`src/rtl/regs.sv`:
```
// 31-entry integer register file with same-cycle write bypass, committed-write
// counter and a four-phase debug port that defers debug writes behind core writes.
module regs (
  input  logic        clk,
  input  logic        rst,
  input  logic [4:0]  reg1_raddr_i,
  input  logic [4:0]  reg2_raddr_i,
  output logic [31:0] reg1_rdata_o,
  output logic [31:0] reg2_rdata_o,
  input  logic [4:0]  reg_waddr_i,
  input  logic [31:0] reg_wdata_i,
  input  logic        reg_wen_i,
  input  logic        dbg_req_i,
  input  logic        dbg_we_i,
  input  logic [4:0]  dbg_addr_i,
  input  logic [31:0] dbg_wdata_i,
  output logic [31:0] dbg_rdata_o,
  output logic        dbg_ack_o,
  output logic [31:0] wb_cnt_o
);
  localparam int NUM_REGS = 32;
  localparam int XLEN     = 32;

  typedef enum logic [1:0] {IDLE, PEND, ACK} dbg_state_t;

  typedef struct packed {
    logic            we;
    logic [4:0]      addr;
    logic [XLEN-1:0] wdata;
  } dbg_req_t;

  logic [XLEN-1:0] rf [1:NUM_REGS-1];
  dbg_state_t      state_q, state_d;
  dbg_req_t        dbg_q;
  logic            core_wr, dbg_wr, dbg_rd;

  // x0 is hardwired; a same-cycle core write to the read address wins over storage.
  function automatic logic [XLEN-1:0] read_rf(input logic [4:0] a);
    if (a == 5'd0)                          return '0;
    else if (reg_wen_i && reg_waddr_i == a) return reg_wdata_i;
    else                                    return rf[a];
  endfunction

  always_comb begin
    reg1_rdata_o = read_rf(reg1_raddr_i);
    reg2_rdata_o = read_rf(reg2_raddr_i);
  end

  assign core_wr = reg_wen_i && (reg_waddr_i != 5'd0);
  // Debug writes only commit on a cycle the core leaves the write port idle.
  assign dbg_wr  = (state_q == PEND) && dbg_q.we && !reg_wen_i && (dbg_q.addr != 5'd0);
  assign dbg_rd  = (state_q == PEND) && !dbg_q.we;

  always_ff @(posedge clk or posedge rst) begin
    if (rst) begin
      for (int i = 1; i < NUM_REGS; i++) rf[i] <= '0;
    end else begin
      for (int i = 1; i < NUM_REGS; i++) begin
        if (core_wr && reg_waddr_i == 5'(i))     rf[i] <= reg_wdata_i;
        else if (dbg_wr && dbg_q.addr == 5'(i))  rf[i] <= dbg_q.wdata;
      end
    end
  end

  always_ff @(posedge clk or posedge rst) begin
    if (rst)          wb_cnt_o <= '0;
    else if (core_wr) wb_cnt_o <= wb_cnt_o + 32'd1;
  end

  always_ff @(posedge clk or posedge rst) begin
    if (rst) begin
      state_q     <= IDLE;
      dbg_q       <= '0;
      dbg_rdata_o <= '0;
    end else begin
      state_q <= state_d;
      if (state_q == IDLE && dbg_req_i)
        dbg_q <= '{we: dbg_we_i, addr: dbg_addr_i, wdata: dbg_wdata_i};
      if (dbg_rd)
        dbg_rdata_o <= read_rf(dbg_q.addr);
    end
  end

  always_comb begin
    state_d   = state_q;
    dbg_ack_o = 1'b0;
    case (state_q)
      IDLE: if (dbg_req_i) state_d = PEND;
      PEND: if (!dbg_q.we || !reg_wen_i) state_d = ACK;
      ACK: begin
        dbg_ack_o = 1'b1;
        if (!dbg_req_i) state_d = IDLE;
      end
      default: state_d = IDLE;
    endcase
  end
endmodule
```
`config.mk`:
```
export PLATFORM = sky130hd
export DESIGN_NAME = regs
export DESIGN_NICKNAME = d
export VERILOG_FILES = /design/src/rtl/regs.sv
export SDC_FILE = /design/constraint.sdc
export NUM_CORES = 2
export LEC_CHECK = 0
export BUFFER_PORTS_ARGS = -buffer_cell sky130_fd_sc_hd__buf_2
export CELL_PAD_IN_SITES_DETAIL_PLACEMENT = 2
export CELL_PAD_IN_SITES_GLOBAL_PLACEMENT = 2
export CORE_UTILIZATION = 35
export CTS_CLUSTER_SIZE = 16
export DETAILED_ROUTE_END_ITERATION = 7
export GPL_TIMING_DRIVEN = 0
export PLACE_DENSITY_LB_ADDON = 0.08
export SYNTH_ARGS = -nofsm -noshare
export SYNTH_HDL_FRONTEND = slang
export SYNTH_SLANG_ARGS = --single-unit
```
`constraint.sdc`:
```
create_clock -name clk -period 37.5 [get_ports clk]
set_input_delay 5.625 -clock clk [delete_from_list [all_inputs] [get_ports clk]]
set_output_delay 5.625 -clock clk [all_outputs]
set_load 0.05 [all_outputs]
```
==> metrics.csv <==
stage;metric;value;unit
cells_and_area;number of nets at the end of the flow;7641;
clock_tree;cts bufs inserted;151;
power;worst vdd ir;0.0661;mV
worst_setup_path;startpoint of the most critical setup path;reg1_raddr_i[0];
power;post-layout total power;8.19;mW
worst_setup_path;worst reg2reg path depth;8;
grt;combined global-route utilization of all metal layers;52.5;%
sta;setup TNS;0;ns
logic_synthesis;FFs w/ async S/R, synth;100;%
clock_tree;Worst-path clk slew;0.05;ns
logic_synthesis;Yosys reg bits;1096;
sta;max-slew violation total from the final report;391;
floorplan;chip width;466;um
logic_synthesis;fraction of post-synthesis cell area in the top cell type by area;36.5;%
floorplan;full die area;217000;um^2
worst_setup_path;Worst Setup Path Type;input port to output pin;
clock_tree;clock tree root buffer cell;sky130_fd_sc_hd__clkbuf_16;
power;Pleak;37.5;nW
power;pwr dens;95.2;nW/um^2
detailed_routing;Wirelength per Cell;54.9;um
logic_synthesis;Synthesis Warnings;0;
sta;slew of the pin with the lowest slew margin;1.73;ns
grt;first-pass GRT wire length;748;mm
detailed_routing;count of unresolved DRC violations after routing;0;
sta;clock period minus final worst setup slack;16.65;ns
sta;highest clock rate;60.1;MHz
sta;portion of the clock cycle consumed by the worst path in the final layout;44.4;%
cells_and_area;Area growth syn-to-layout;14.4;%
place;HPWL after DPL;420;mm
logic_synthesis;library cells used by synthesis;59;
logic_synthesis;number of standard cells after synthesis;7176;
logic_synthesis;synthesized area per cell;10.5;um^2
worst_setup_path;highest fanout seen on the critical path;10;
clock_tree;clock sink count;1096;
worst_setup_path;Register-to-Register Setup Slack;31.62;ns
grt;initial antenna violation count;77;
power;net switching share of the total power;49.1;%
floorplan;row count;169;
outcome;violated checks;capacitance limit, slew limit;
worst_hold_path;path type of the worst min-delay path;flip-flop to flip-flop;
grt;via count of the first global-routing pass;76400;
logic_synthesis;leading cell types by total area after synthesis;sky130_fd_sc_hd__dfrtp_1 (36%), sky130_fd_sc_hd__mux4_2 (17%), sky130_fd_sc_hd__mux2i_1 (16%);
power;Internal Pwr Total;4.17;mW
worst_setup_path;r2r endpoint;dbg_rdata_o[25];
detailed_routing;detailed-route wire length;580;mm
place;quantity of I/O buffers inserted on ports;172;
worst_setup_path;CP endpoint;reg1_rdata_o[27];
grt;final global-route overflow total;0;
clock_tree;number of hold buffers added after CTS;0;
floorplan;floorplan die height;466;um
sta;hold violation total from the final report;0;
sta;setup repair after global routing missed its margin;false;
sta;Slew Limit Headroom;-15.4;%
job;max-cap violations;43;
cells_and_area;fraction of final layout cells with drive strength greater than 1;22.6;%
logic_synthesis;Synth Flop Type;sky130_fd_sc_hd__dfrtp_1;
worst_setup_path;required time at the endpoint of the critical path;31.87;ns
detailed_routing;total iterations of the first detailed-routing run;8;
detailed_routing;final antenna-violating net count;0;
worst_setup_path;Worst R2R Start;dbg_q[32];
detailed_routing;total number of vias;77600;
detailed_routing;number of DRC markers after the initial detailed-route iteration;12000;
power;net load switching power;4.03;mW
clock_tree;largest buffer count on any clock path;3;
clock_tree;quantity of gates resized following cts;0;
power;clock power share;18.8;%
floorplan;Top-Level Pins;218;
place;global placement routability congestion;1.06;
detailed_routing;via-per-instance ratio;7.35;
sta;hold_ws;0.469;ns
worst_setup_path;signal arrival time at the worst endpoint;11.02;ns
power;power share of the sequential group;29.7;%
clock_tree;CTS tree;built;
sta;Post-Route Skew;0.0379;ns
clock_tree;H-Tree Level Count;4;
power;relative contribution of combinational cells to total power;51.5;%
logic_synthesis;biggest area consumer among synthesized cells;sky130_fd_sc_hd__dfrtp_1;
floorplan;initial standard-cell utilization of the core;35.3;%
logic_synthesis;post-synthesis net count;7266;
worst_setup_path;nature of the critical path endpoint;output pin;
worst_setup_path;nature of the critical path startpoint;input port;
logic_synthesis;part of the Yosys area used for sequential elements;36.5;%
floorplan;Core Area;213000;um^2
logic_synthesis;count of flip-flops with a built-in enable after synthesis;0;
grt;largest net degree at the start of global routing;114;
outcome;run status;finished, violations left;
logic_synthesis;post-synthesis instance area;75200;um^2
sta;Final setup violation count;0;
clock_tree;clock latency on the worst-skew pair;0.88;ns
clock_tree;Post-CTS Setup Bufs;0;
## logic make-up after synthesis
| kind of cell | count (synthesis) | synth area share [%] |
|---|---|---|
| compound gates | 1483 | 11.7 |
| xor+xnor | 46 | 0.536 |
| mux | 2017 | 36.8 |
| buf+inv | 880 | 5.23 |
| simple gates | 1653 | 9.24 |
| flops | 1096 | 36.5 |
| fa+ha+maj | 1 | 0.0166 |
## cell usage after synthesis (all sizes together), types with 2 or more instances
| library cell | n |
|---|---|
| nor2b | 28 |
| and3 | 9 |
| or4 | 4 |
| and4 | 3 |
| xor2 | 21 |
| nand3 | 22 |
| a2111oi | 28 |
| mux2 | 262 |
| clkbuf | 449 |
| a22oi | 33 |
| nand4 | 15 |
| inv | 6 |
| or2 | 2 |
| o31a | 14 |
| a21o | 9 |
| dfrtp | 1096 |
| a21oi | 744 |
| a221oi | 86 |
| o31ai | 32 |
| nand2 | 315 |
| mux4 | 573 |
| a21boi | 2 |
| nor4 | 70 |
| or3b | 3 |
| nor3b | 3 |
| a22o | 14 |
| o22ai | 87 |
| buf | 425 |
| mux2i | 1182 |
| nand2b | 14 |
| a211oi | 81 |
| o21ai | 273 |
| nor2 | 1003 |
| o2111ai | 2 |
| xnor2 | 25 |
| nand3b | 7 |
| nor3 | 144 |
| o221ai | 74 |
| and2 | 9 |
## flip-flops by register name, summed over array words and instances (netlist names)
signal / cells
dbg_q: 38
rf: 992
dbg_rdata_o: 32
wb_cnt_o: 32
state_q: 2
## per-layer routing
metal / GRT usage (%) / wire, um / vias to the layer above
li1: - / - / 27500
met1: 61.6 / 209000 / 41100
met2: 71.1 / 231000 / 6740
met3: 26.8 / 83000 / 2137
met4: 42.4 / 55500 / 46
met5: 2.61 / 1090 / -
## critical path, cell delays in order
cell and delay (ns):
sky130_fd_sc_hd__buf_2 0.59, sky130_fd_sc_hd__buf_4 0.46, sky130_fd_sc_hd__buf_4 0.37, sky130_fd_sc_hd__nand2b_1 0.84, sky130_fd_sc_hd__clkbuf_1 1.20, sky130_fd_sc_hd__o22ai_1 0.62, sky130_fd_sc_hd__nor4_1 0.35, sky130_fd_sc_hd__nor3_1 0.09
sky130_fd_sc_hd__nor3_1 0.43, sky130_fd_sc_hd__buf_2 0.36
## power by group through the flow
stage | clock network [mW] | logic [mW] | registers (mW)
finish | 1.54 | 4.22 | 2.44
global route | 1.57 | 4.22 | 2.48
CTS | 1.53 | 3.98 | 2.38
detailed placement | 0 | 3.96 | 2.39
global placement | 0 | 3.81 | 2.34
floorplan | 0 | 2.29 | 2.19
## final cells by class
| class | instances | area (um^2) |
|---|---|---|
| Clock inverter | 28 | 367 |
| Inverter | 6 | 30.0 |
| Buffer | 874 | 3970 |
| Sequential cell | 1096 | 27400 |
| Multi-Input combinational cell | 5200 | 44000 |
| Tap cell | 2821 | 3530 |
| Timing Repair Buffer | 222 | 1950 |
| Fill cell | 22500 | 127000 |
| Clock buffer | 236 | 4630 |
| Antenna cell | 74 | 185 |
## cell usage in the layout, fill, tap and decap left out, types with 10 or more instances in the layout
master / Yosys / layout
sky130_fd_sc_hd__mux4_2: 573 / 573
sky130_fd_sc_hd__a21oi_1: 744 / 743
sky130_fd_sc_hd__nand2b_1: 14 / 14
sky130_fd_sc_hd__o21ai_0: 232 / 232
sky130_fd_sc_hd__mux2i_1: 1182 / 1182
sky130_fd_sc_hd__a22oi_1: 33 / 33
sky130_fd_sc_hd__nand4_1: 15 / 15
sky130_fd_sc_hd__nor4_1: 66 / 64
sky130_fd_sc_hd__xor2_1: 21 / 21
sky130_fd_sc_hd__o31a_1: 14 / 14
sky130_fd_sc_hd__a221oi_1: 86 / 86
sky130_fd_sc_hd__nor2b_1: 28 / 28
sky130_fd_sc_hd__clkbuf_8: 0 / 38
sky130_fd_sc_hd__dfrtp_1: 1096 / 1096
sky130_fd_sc_hd__nor2_1: 1002 / 999
sky130_fd_sc_hd__nand2_1: 314 / 314
sky130_fd_sc_hd__o31ai_1: 32 / 32
sky130_fd_sc_hd__mux2_2: 262 / 262
sky130_fd_sc_hd__clkbuf_16: 0 / 158
sky130_fd_sc_hd__a2111oi_0: 27 / 23
sky130_fd_sc_hd__clkinv_2: 0 / 13
sky130_fd_sc_hd__clkbuf_2: 0 / 43
sky130_fd_sc_hd__buf_16: 0 / 27
sky130_fd_sc_hd__buf_2: 308 / 490
sky130_fd_sc_hd__a22o_1: 14 / 14
sky130_fd_sc_hd__nand3_1: 22 / 21
sky130_fd_sc_hd__o22ai_1: 87 / 87
sky130_fd_sc_hd__buf_12: 1 / 10
sky130_fd_sc_hd__diode_2: 0 / 74
sky130_fd_sc_hd__a211oi_1: 81 / 81
sky130_fd_sc_hd__xnor2_1: 25 / 25
sky130_fd_sc_hd__buf_4: 48 / 50
sky130_fd_sc_hd__o221ai_1: 74 / 74
sky130_fd_sc_hd__nor3_1: 137 / 136
sky130_fd_sc_hd__buf_1: 63 / 55
sky130_fd_sc_hd__clkbuf_1: 449 / 446
sky130_fd_sc_hd__o21ai_1: 39 / 39
## metrics by stage
stage               std cells  utilization [%]  cell area [um^2]  worst slack (ns)
floorplan                7176                -             75200              1.02
global placement        10200             37.4             79600            -17.60
detailed placement      10200             38.0             80800             21.58
CTS                     10500             40.3             85800             21.58
global route            10500             40.4             85900             21.28
finish                  10600             40.5             86100             20.85
## worst min path at each step
stage,from,end,depth (start not counted)
after floorplan,state_q[1],state_q[0],1
after global placement,wb_cnt_o[31],wb_cnt_o[31],1
after detailed placement,wb_cnt_o[31],wb_cnt_o[31],1
after CTS,wb_cnt_o[31],wb_cnt_o[31],1
after global routing,wb_cnt_o[31],wb_cnt_o[31],1
final,wb_cnt_o[31],wb_cnt_o[31],1
(Power assumes the default switching activity.)
